$ cat src/rtl/vga_entity_renderer_pkg.sv
// Shared codes, VGA timing defaults, colours and the pixel pipeline record
// used by the entity renderer and its timing generator.
`timescale 1ns/1ps
package vga_entity_renderer_pkg;

    localparam int H_ACTIVE = 640;
    localparam int H_FP     = 16;
    localparam int H_SYNC   = 96;
    localparam int H_BP     = 48;
    localparam int V_ACTIVE = 480;
    localparam int V_FP     = 10;
    localparam int V_SYNC   = 2;
    localparam int V_BP     = 33;

    localparam int H_SQUARE = 16;
    localparam int V_SQUARE = 16;
    localparam int ENT_LAT  = 1;

    typedef enum logic [1:0] {
        ENT_NOTHING    = 2'd0,
        ENT_SNAKE_HEAD = 2'd1,
        ENT_SNAKE_TAIL = 2'd2,
        ENT_APPLE      = 2'd3
    } ent_e;

    typedef enum logic [2:0] {
        STATE_IDLE   = 3'd0,
        STATE_INGAME = 3'd1,
        STATE_PAUSED = 3'd2,
        STATE_TEST   = 3'd7
    } state_e;

    localparam logic [11:0] COL_BG        = 12'h000;
    localparam logic [11:0] COL_HEAD      = 12'h0F0;
    localparam logic [11:0] COL_TAIL      = 12'h0A0;
    localparam logic [11:0] COL_TAIL_EDGE = 12'h040;
    localparam logic [11:0] COL_APPLE     = 12'hF00;
    localparam logic [11:0] COL_LOSE      = 12'h300;
    localparam logic [11:0] COL_WIN       = 12'h030;
    localparam logic [11:0] COL_TEST_TAIL = 12'h00F;

    // Sync pulses are carried active-high so a cleared pipeline means "no pulse".
    typedef struct packed {
        logic       active;
        logic       hs_pulse;
        logic       vs_pulse;
        logic [9:0] sub_x;
        logic [9:0] sub_y;
    } pix_info_t;

    function automatic logic is_edge(input logic [9:0] sub, input int size);
        return (sub == 10'd0) || (int'(sub) == size - 1);
    endfunction

endpackage

$ cat src/rtl/vga_entity_renderer_if.sv
// Coordinate / entity link between the renderer (master) and the game logic.
`timescale 1ns/1ps
interface vga_entity_renderer_if;
    import vga_entity_renderer_pkg::*;

    logic [9:0] x_out;
    logic [9:0] y_out;
    ent_e       entity;
    logic [2:0] game_state;
    logic       game_over;
    logic       game_won;

    modport master (
        output x_out, y_out,
        input  entity, game_state, game_over, game_won
    );

    modport slave (
        input  x_out, y_out,
        output entity, game_state, game_over, game_won
    );

endinterface

$ cat src/rtl/vga_entity_renderer_timing_gen.sv
// Free-running VGA counters with raw (unaligned) syncs, active flag and a
// registered end-of-visible-frame tick.
`timescale 1ns/1ps
module vga_timing_gen #(
    parameter int H_ACTIVE = 640,
    parameter int H_FP     = 16,
    parameter int H_SYNC   = 96,
    parameter int H_BP     = 48,
    parameter int V_ACTIVE = 480,
    parameter int V_FP     = 10,
    parameter int V_SYNC   = 2,
    parameter int V_BP     = 33
) (
    input  logic       vga_clk,
    input  logic       reset,
    output logic [9:0] h_cnt_o,
    output logic [9:0] v_cnt_o,
    output logic       active_o,
    output logic       hs_raw_o,
    output logic       vs_raw_o,
    output logic       frame_tick_o
);

    localparam logic [9:0] H_LAST   = 10'(H_ACTIVE + H_FP + H_SYNC + H_BP - 1);
    localparam logic [9:0] V_LAST   = 10'(V_ACTIVE + V_FP + V_SYNC + V_BP - 1);
    localparam logic [9:0] H_VIS    = 10'(H_ACTIVE);
    localparam logic [9:0] V_VIS    = 10'(V_ACTIVE);
    localparam logic [9:0] HS_START = 10'(H_ACTIVE + H_FP);
    localparam logic [9:0] HS_END   = 10'(H_ACTIVE + H_FP + H_SYNC);
    localparam logic [9:0] VS_START = 10'(V_ACTIVE + V_FP);
    localparam logic [9:0] VS_END   = 10'(V_ACTIVE + V_FP + V_SYNC);

    logic [9:0] h_cnt_q, h_cnt_d;
    logic [9:0] v_cnt_q, v_cnt_d;
    logic       tick_q, tick_d;

    always_comb begin
        h_cnt_d = h_cnt_q + 10'd1;
        v_cnt_d = v_cnt_q;
        if (h_cnt_q == H_LAST) begin
            h_cnt_d = '0;
            v_cnt_d = (v_cnt_q == V_LAST) ? '0 : v_cnt_q + 10'd1;
        end
        tick_d = (h_cnt_q == H_LAST) && (v_cnt_q == V_VIS - 10'd1);
    end

    always_ff @(posedge vga_clk or posedge reset) begin
        if (reset) begin
            h_cnt_q <= '0;
            v_cnt_q <= '0;
            tick_q  <= 1'b0;
        end else begin
            h_cnt_q <= h_cnt_d;
            v_cnt_q <= v_cnt_d;
            tick_q  <= tick_d;
        end
    end

    assign h_cnt_o      = h_cnt_q;
    assign v_cnt_o      = v_cnt_q;
    assign active_o     = (h_cnt_q < H_VIS) && (v_cnt_q < V_VIS);
    assign hs_raw_o     = !((h_cnt_q >= HS_START) && (h_cnt_q < HS_END));
    assign vs_raw_o     = !((v_cnt_q >= VS_START) && (v_cnt_q < VS_END));
    assign frame_tick_o = tick_q;

endmodule

$ cat src/rtl/vga_entity_renderer.sv
// Renders the game's entity codes to 12-bit VGA colour, keeping syncs and
// blanking aligned with the entity lookup latency of the game logic.
`timescale 1ns/1ps
module vga_entity_renderer
    import vga_entity_renderer_pkg::*;
#(
    parameter int H_ACTIVE = vga_entity_renderer_pkg::H_ACTIVE,
    parameter int H_FP     = vga_entity_renderer_pkg::H_FP,
    parameter int H_SYNC   = vga_entity_renderer_pkg::H_SYNC,
    parameter int H_BP     = vga_entity_renderer_pkg::H_BP,
    parameter int V_ACTIVE = vga_entity_renderer_pkg::V_ACTIVE,
    parameter int V_FP     = vga_entity_renderer_pkg::V_FP,
    parameter int V_SYNC   = vga_entity_renderer_pkg::V_SYNC,
    parameter int V_BP     = vga_entity_renderer_pkg::V_BP,
    parameter int SQ_W     = H_SQUARE,
    parameter int SQ_H     = V_SQUARE,
    parameter int ENT_LAT  = vga_entity_renderer_pkg::ENT_LAT
) (
    input  logic                  vga_clk,
    input  logic                  reset,
    vga_entity_renderer_if.master game,
    output logic                  hsync,
    output logic                  vsync,
    output logic                  display_en,
    output logic [11:0]           rgb,
    output logic                  frame_tick
);

    logic [9:0] h_cnt, v_cnt;
    logic       active, hs_raw, vs_raw;

    vga_timing_gen #(
        .H_ACTIVE(H_ACTIVE), .H_FP(H_FP), .H_SYNC(H_SYNC), .H_BP(H_BP),
        .V_ACTIVE(V_ACTIVE), .V_FP(V_FP), .V_SYNC(V_SYNC), .V_BP(V_BP)
    ) u_timing (
        .vga_clk      (vga_clk),
        .reset        (reset),
        .h_cnt_o      (h_cnt),
        .v_cnt_o      (v_cnt),
        .active_o     (active),
        .hs_raw_o     (hs_raw),
        .vs_raw_o     (vs_raw),
        .frame_tick_o (frame_tick)
    );

    assign game.x_out = h_cnt;
    assign game.y_out = v_cnt;

    pix_info_t   pipe_q [ENT_LAT];
    pix_info_t   pipe_d [ENT_LAT];
    pix_info_t   aligned;
    logic [11:0] rgb_q, rgb_d;
    logic        hsync_q, vsync_q, den_q;
    logic [5:0]  frame_cnt_q, frame_cnt_d;
    logic        edge_x, edge_y;

    // Delay line matching the game logic's lookup latency.
    always_comb begin
        pipe_d[0] = '{active:   active,
                      hs_pulse: !hs_raw,
                      vs_pulse: !vs_raw,
                      sub_x:    h_cnt % 10'(SQ_W),
                      sub_y:    v_cnt % 10'(SQ_H)};
        for (int i = 1; i < ENT_LAT; i++) begin
            pipe_d[i] = pipe_q[i-1];
        end
    end

    assign aligned = pipe_q[ENT_LAT-1];
    assign edge_x  = is_edge(aligned.sub_x, SQ_W);
    assign edge_y  = is_edge(aligned.sub_y, SQ_H);

    always_comb begin
        rgb_d = COL_BG;
        if (aligned.active && game.game_state == STATE_INGAME) begin
            case (game.entity)
                ENT_SNAKE_HEAD: rgb_d = COL_HEAD;
                ENT_SNAKE_TAIL: rgb_d = (edge_x || edge_y) ? COL_TAIL_EDGE : COL_TAIL;
                ENT_APPLE:      rgb_d = (edge_x && edge_y) ? COL_BG : COL_APPLE;
                default: begin
                    if (game.game_won)
                        rgb_d = COL_WIN;
                    else if (game.game_over && frame_cnt_q[4])
                        rgb_d = COL_LOSE;
                end
            endcase
        end else if (aligned.active && game.game_state == STATE_TEST) begin
            case (game.entity)
                ENT_SNAKE_HEAD: rgb_d = COL_HEAD;
                ENT_SNAKE_TAIL: rgb_d = COL_TEST_TAIL;
                ENT_APPLE:      rgb_d = COL_APPLE;
                default:        rgb_d = COL_BG;
            endcase
        end
        frame_cnt_d = frame_cnt_q + {5'd0, frame_tick};
    end

    always_ff @(posedge vga_clk or posedge reset) begin
        if (reset) begin
            for (int i = 0; i < ENT_LAT; i++) begin
                pipe_q[i] <= '0;
            end
            rgb_q       <= '0;
            hsync_q     <= 1'b1;
            vsync_q     <= 1'b1;
            den_q       <= 1'b0;
            frame_cnt_q <= '0;
        end else begin
            for (int i = 0; i < ENT_LAT; i++) begin
                pipe_q[i] <= pipe_d[i];
            end
            rgb_q       <= rgb_d;
            hsync_q     <= !aligned.hs_pulse;
            vsync_q     <= !aligned.vs_pulse;
            den_q       <= aligned.active;
            frame_cnt_q <= frame_cnt_d;
        end
    end

    assign rgb        = rgb_q;
    assign hsync      = hsync_q;
    assign vsync      = vsync_q;
    assign display_en = den_q;

endmodule

$ cat src/flat_wrapper.sv
// flat-port wrapper written by rule: the top's interface ports become plain ports
module vga_entity_renderer_flat import vga_entity_renderer_pkg::*;
#(
    parameter int H_ACTIVE = vga_entity_renderer_pkg::H_ACTIVE,
    parameter int H_FP     = vga_entity_renderer_pkg::H_FP,
    parameter int H_SYNC   = vga_entity_renderer_pkg::H_SYNC,
    parameter int H_BP     = vga_entity_renderer_pkg::H_BP,
    parameter int V_ACTIVE = vga_entity_renderer_pkg::V_ACTIVE,
    parameter int V_FP     = vga_entity_renderer_pkg::V_FP,
    parameter int V_SYNC   = vga_entity_renderer_pkg::V_SYNC,
    parameter int V_BP     = vga_entity_renderer_pkg::V_BP,
    parameter int SQ_W     = H_SQUARE,
    parameter int SQ_H     = V_SQUARE,
    parameter int ENT_LAT  = vga_entity_renderer_pkg::ENT_LAT
)
  (vga_clk, reset, hsync, vsync, display_en, rgb, frame_tick, game_x_out, game_y_out, game_entity, game_game_state, game_game_over, game_game_won);
  vga_entity_renderer_if game_i ();
  input  logic vga_clk;
  input  logic reset;
  output logic hsync;
  output logic vsync;
  output logic display_en;
  output logic [11:0] rgb;
  output logic frame_tick;
  output wire logic [$bits(game_i.x_out)-1:0] game_x_out;
  output wire logic [$bits(game_i.y_out)-1:0] game_y_out;
  input wire logic [$bits(game_i.entity)-1:0] game_entity;
  input wire logic [$bits(game_i.game_state)-1:0] game_game_state;
  input wire logic [$bits(game_i.game_over)-1:0] game_game_over;
  input wire logic [$bits(game_i.game_won)-1:0] game_game_won;
  assign game_x_out = game_i.x_out;
  assign game_y_out = game_i.y_out;
  assign game_i.entity = game_entity;
  assign game_i.game_state = game_game_state;
  assign game_i.game_over = game_game_over;
  assign game_i.game_won = game_game_won;
  vga_entity_renderer #(.H_ACTIVE(H_ACTIVE), .H_FP(H_FP), .H_SYNC(H_SYNC), .H_BP(H_BP), .V_ACTIVE(V_ACTIVE), .V_FP(V_FP), .V_SYNC(V_SYNC), .V_BP(V_BP), .SQ_W(SQ_W), .SQ_H(SQ_H), .ENT_LAT(ENT_LAT)) u_core (.vga_clk(vga_clk), .reset(reset), .game(game_i), .hsync(hsync), .vsync(vsync), .display_en(display_en), .rgb(rgb), .frame_tick(frame_tick));
endmodule
$ cat config.mk
export PLATFORM = sky130hd
export DESIGN_NAME = vga_entity_renderer_flat
export DESIGN_NICKNAME = d
export VERILOG_FILES = /design/src/rtl/vga_entity_renderer_pkg.sv /design/src/rtl/vga_entity_renderer_if.sv /design/src/rtl/vga_entity_renderer_timing_gen.sv /design/src/rtl/vga_entity_renderer.sv /design/src/flat_wrapper.sv
export SDC_FILE = /design/constraint.sdc
export NUM_CORES = 1
export LEC_CHECK = 0
export CAP_MARGIN = 40
export CORE_ASPECT_RATIO = 1.5
export CORE_MARGIN = 10
export CORE_UTILIZATION = 50
export DETAILED_ROUTE_END_ITERATION = 7
export GPL_TIMING_DRIVEN = 0
export PLACE_DENSITY = 0.79
export SETUP_SLACK_MARGIN = 0.2
export SLEW_MARGIN = 20
export SYNTH_ARGS = -nofsm -noshare
export SYNTH_HDL_FRONTEND = slang
export SYNTH_SLANG_ARGS = --single-unit
$ cat constraint.sdc
create_clock -name vga_clk -period 1.76 [get_ports vga_clk]
set_input_delay 0.352 -clock vga_clk [delete_from_list [all_inputs] [get_ports vga_clk]]
set_output_delay 0.352 -clock vga_clk [all_outputs]
set_load 0.02 [all_outputs]
==> metrics.md <==
| Metric | Value |
|---|---|
| Outcome | `finished clean` |
| Finished Layout Cells | `~310` |
| Max-slew violation count | `0` |
| Hpwl dp | `3167 um` |
| Buffer levels on the longest clock path | `2` |
| Worst Path Required | `~1.4 ns` |
| First-pass GRT wire length | `7603 um` |
| Post-synthesis sequential area ratio | `0.5571` |
| Post-synth EDFFs | `0` |
| Yosys top cell area share | `0.5322` |
| Share of layout cells above drive strength 1 | `0.3269` |
| Gr usage total | `0.1271` |
| Leak Pwr | `1.497 nW` |
| Placed Area | `2656 sq um` |
| GRT overflow | `0` |
| Fin crit period | `1.528 ns` |
| Fillers | `between 200 and 300` |
| Critical-path cell list | `buf_4 -> clkdlybuf4s15_1` |
| Final nets | `around 270` |
| RSZ-0062 raised after global routing | `true` |
| Max IR drop VDD | `0.7445 mV` |
| Startpoint Class | `flop` |
| Clk Latency, worst-skew pair | `about 0.30 ns` |
| Initial Util | `0.5252` |
| Final worst slack | `about 0.23 ns` |
| Post-synth cell types | `42` |
| DRC violations left | `0` |
| Synth async-reset ratio | `1.000` |
| Post-synthesis instance total | `about 180` |
| Post-route ant nets | `0` |
| Crit path max-delay family | `flip-flops` |
| Post-Syn Nets | `198` |
| Final worst-path cycle share | `0.8679` |
| Hold Path Class | `flop to flop` |
| CTS tree | `built` |
| Synth top area cells | `dfrtp_1 53%, buf_4 4.6%, ha_1 3.5%` |
| CP arrival | `around 1.2 ns` |
| Max Clock Freq | `approximately 650 MHz` |
| I/O pin cnt | `45` |
| Endpoints failing setup | `0` |
| Max_slew headroom | `0.7092` |
| Htree depth | `2` |
| Ys flop type | `dfrtp_1` |
| Hold WS | `between 0.3 and 0.4 ns` |
| Worst-Margin Slew | `between 0.4 and 0.5 ns` |
| Synth-to-Final Area Change | `40.21%` |
| Antenna diode count | `0` |
| Yosys reg bits | `47` |
| CP max-delay cell | `dfrtp_2` |
| DIE HEIGHT | `about 100 um` |
| PortBufs | `between 40 and 50` |
| Placed Instances | `roughly 270` |
| Total power draw | `slightly below 2 mW` |
| Routed length per instance | `roughly 15 um` |
| Via count | `around 1,700` |
| Final hold vios | `0` |
| # clock sinks | `47` |
| Drt first-iter violations | `60` |
| Fin util | `0.7363` |
| Worst path max stage delay | `between 0.4 and 0.5 ns` |
| Vias in the first global route | `1,656` |
| Pre-CTS setup slack | `-0.1827 ns` |
| Die width | `about 73 um` |
| CP Capture Type | `output pin` |
| Total CTS buffers | `5` |
| Crit-path max FO | `6` |
| Cell taking the most area after synthesis | `dfrtp_1` |
| Mapped cell area | `2116 sq um` |
| Clock-pin slew on the worst setup and hold paths | `~0.090 ns` |
| Seq. cell area | `about 1200 sq um` |
| Core area | `4029 sq um` |
| Detailed Route WL | `about 4600 um` |
| Yosys Warn Count | `0` |
| DR pass1 iterations | `4` |
| GP Congestion | `approximately 0.85` |
| Root Driver | `clkbuf_8` |
| Row Count | `28` |
| Routed vias/inst | `5.426` |
| Critical path buffers and inverters | `2` |
| Max Cap Violations | `0` |
| Die area | `about 7300 sq um` |
| Syn_area_per_cell | `around 12 sq um` |
| Footprint of the multi-input gates | `~860 sq um` |
| CP Class | `flop to output pin` |
| Largest net degree at the start of global routing | `29` |
| Design area | `a little under 3000 sq um` |
| Setup Skew | `0.008969 ns` |
| Initial antenna violation count | `0` |
| Total negative slack | `0 ns` |
| PD cells | `~660 nW/um^2` |
[layer usage]
| layer | share of wire | vias to the layer above | GRT usage |
|---|---|---|---|
| met5 | 0 | - | 0 |
| met4 | 0.015 | 0 | 0.04839 |
| met2 | 0.50 | 59 | 0.2163 |
| li1 | - | 791 | - |
| met3 | 0.070 | 6 | 0.04080 |
| met1 | 0.41 | 799 | 0.1410 |
[cell type report]
cell class              instances  share of cell area
clock inverters                 2             0.01181
flip-flops and latches         47              0.4028
multi-input cells             113              0.2898
inverters                       8             0.01012
repair buffers                 69              0.1995
well taps                      45             0.01898
clock buffers                   6             0.02784
plain buffers                  15             0.03922
[layout by cell type (no fill, tap or decap), types with 2 or more instances in the layout]
cell             count
nand2_1              8
nor4_1               3
dfrtp_2             13
and3_1               4
a21oi_1              4
xor2_1               5
nor3_1               2
dlygate4sd2_1       30
clkdlybuf4s15_1      3
inv_2                2
o22ai_1              2
xnor2_1              8
nand3_1              9
and4_1               4
clkbuf_2             2
buf_6                2
dfrtp_1             32
o21a_1               2
dfstp_2              2
nand4_1              8
inv_1                6
and2_1               3
ha_1                 5
o21ai_0              5
o21ai_2              3
buf_4               36
nor2_1              11
clkdlybuf4s50_1      8
o31ai_1              2
or2_2                3
clkbuf_8             6
[kinds of logic after synthesis]
family	count (synthesis)	share of synthesized area
AO/OA/AOI/OAI	24	0.07688
adder cells (fa/ha/maj)	6	0.03548
XOR/XNOR	13	0.05381
flip-flops	47	0.5571
buffers and inverters	23	0.06741
AND/OR/NAND/NOR	70	0.2094
[Yosys cell counts (2+ instances only)]
master and count:
a21oi_1 4, nand2_1 8, nand3_1 10, o22ai_1 2
nand4_1 8, nor3_1 3, nor4b_1 2, buf_4 13
o31ai_1 2, xnor2_1 8, ha_1 6, or2_2 3
inv_1 8, and3_1 4, o21ai_0 8, dfrtp_1 45
o21a_1 2, dfstp_2 2, nor2_1 11, and4_1 4
xor2_1 5, nor4_1 3, and2_1 3
[final timing paths]
kind	end	cells past startpoint	slack, ns	startpoint
setup / recovery	game_y_out[1]	2	0.23	u_core.u_timing.v_cnt_o[1]$_DFFE_PP0N_
hold / removal	u_core.hsync$_DFF_PP1_	1	0.36	u_core.aligned[21]$_DFF_PP0_
setup reg to reg	u_core.u_timing.v_cnt_o[4]$_DFFE_PP0N_	5	0.26	u_core.u_timing.h_cnt_o[5]$_DFF_PP0_
hold reg to reg	u_core.hsync$_DFF_PP1_	1	0.36	u_core.aligned[21]$_DFF_PP0_
max in group asynchronous	u_core.hsync$_DFF_PP1_	3	0.82	reset
min in group asynchronous	u_core.u_timing.v_cnt_o[8]$_DFFE_PP0N_	2	0.37	reset
[state kept, by name (all words and copies together) (netlist names)]
register	cells
u_core.aligned	11
u_core.display_en	1
u_core.frame_cnt_q	5
u_core.hsync	1
u_core.rgb	7
u_core.u_timing.frame_tick_o	1
u_core.u_timing.h_cnt_o	10
u_core.u_timing.v_cnt_o	10
u_core.vsync	1
[where the power goes]
group          internal, mW  switching [mW]  total [mW]
logic                0.0338          0.0439      0.0776
registers              1.08         0.00128        1.08
clock network         0.459           0.343       0.803
total                  1.58           0.389        1.97
[timing repair]
item | in CTS | in global routing
hold buffers | 0 | 0
pin swaps | 2 | 9
buffers inserted | 16 | 8
setup endpoints to repair | 53 | 20
gates resized for setup | 51 | 20
cloned | 0 | 0
Power figures use the tool's default switching activity.
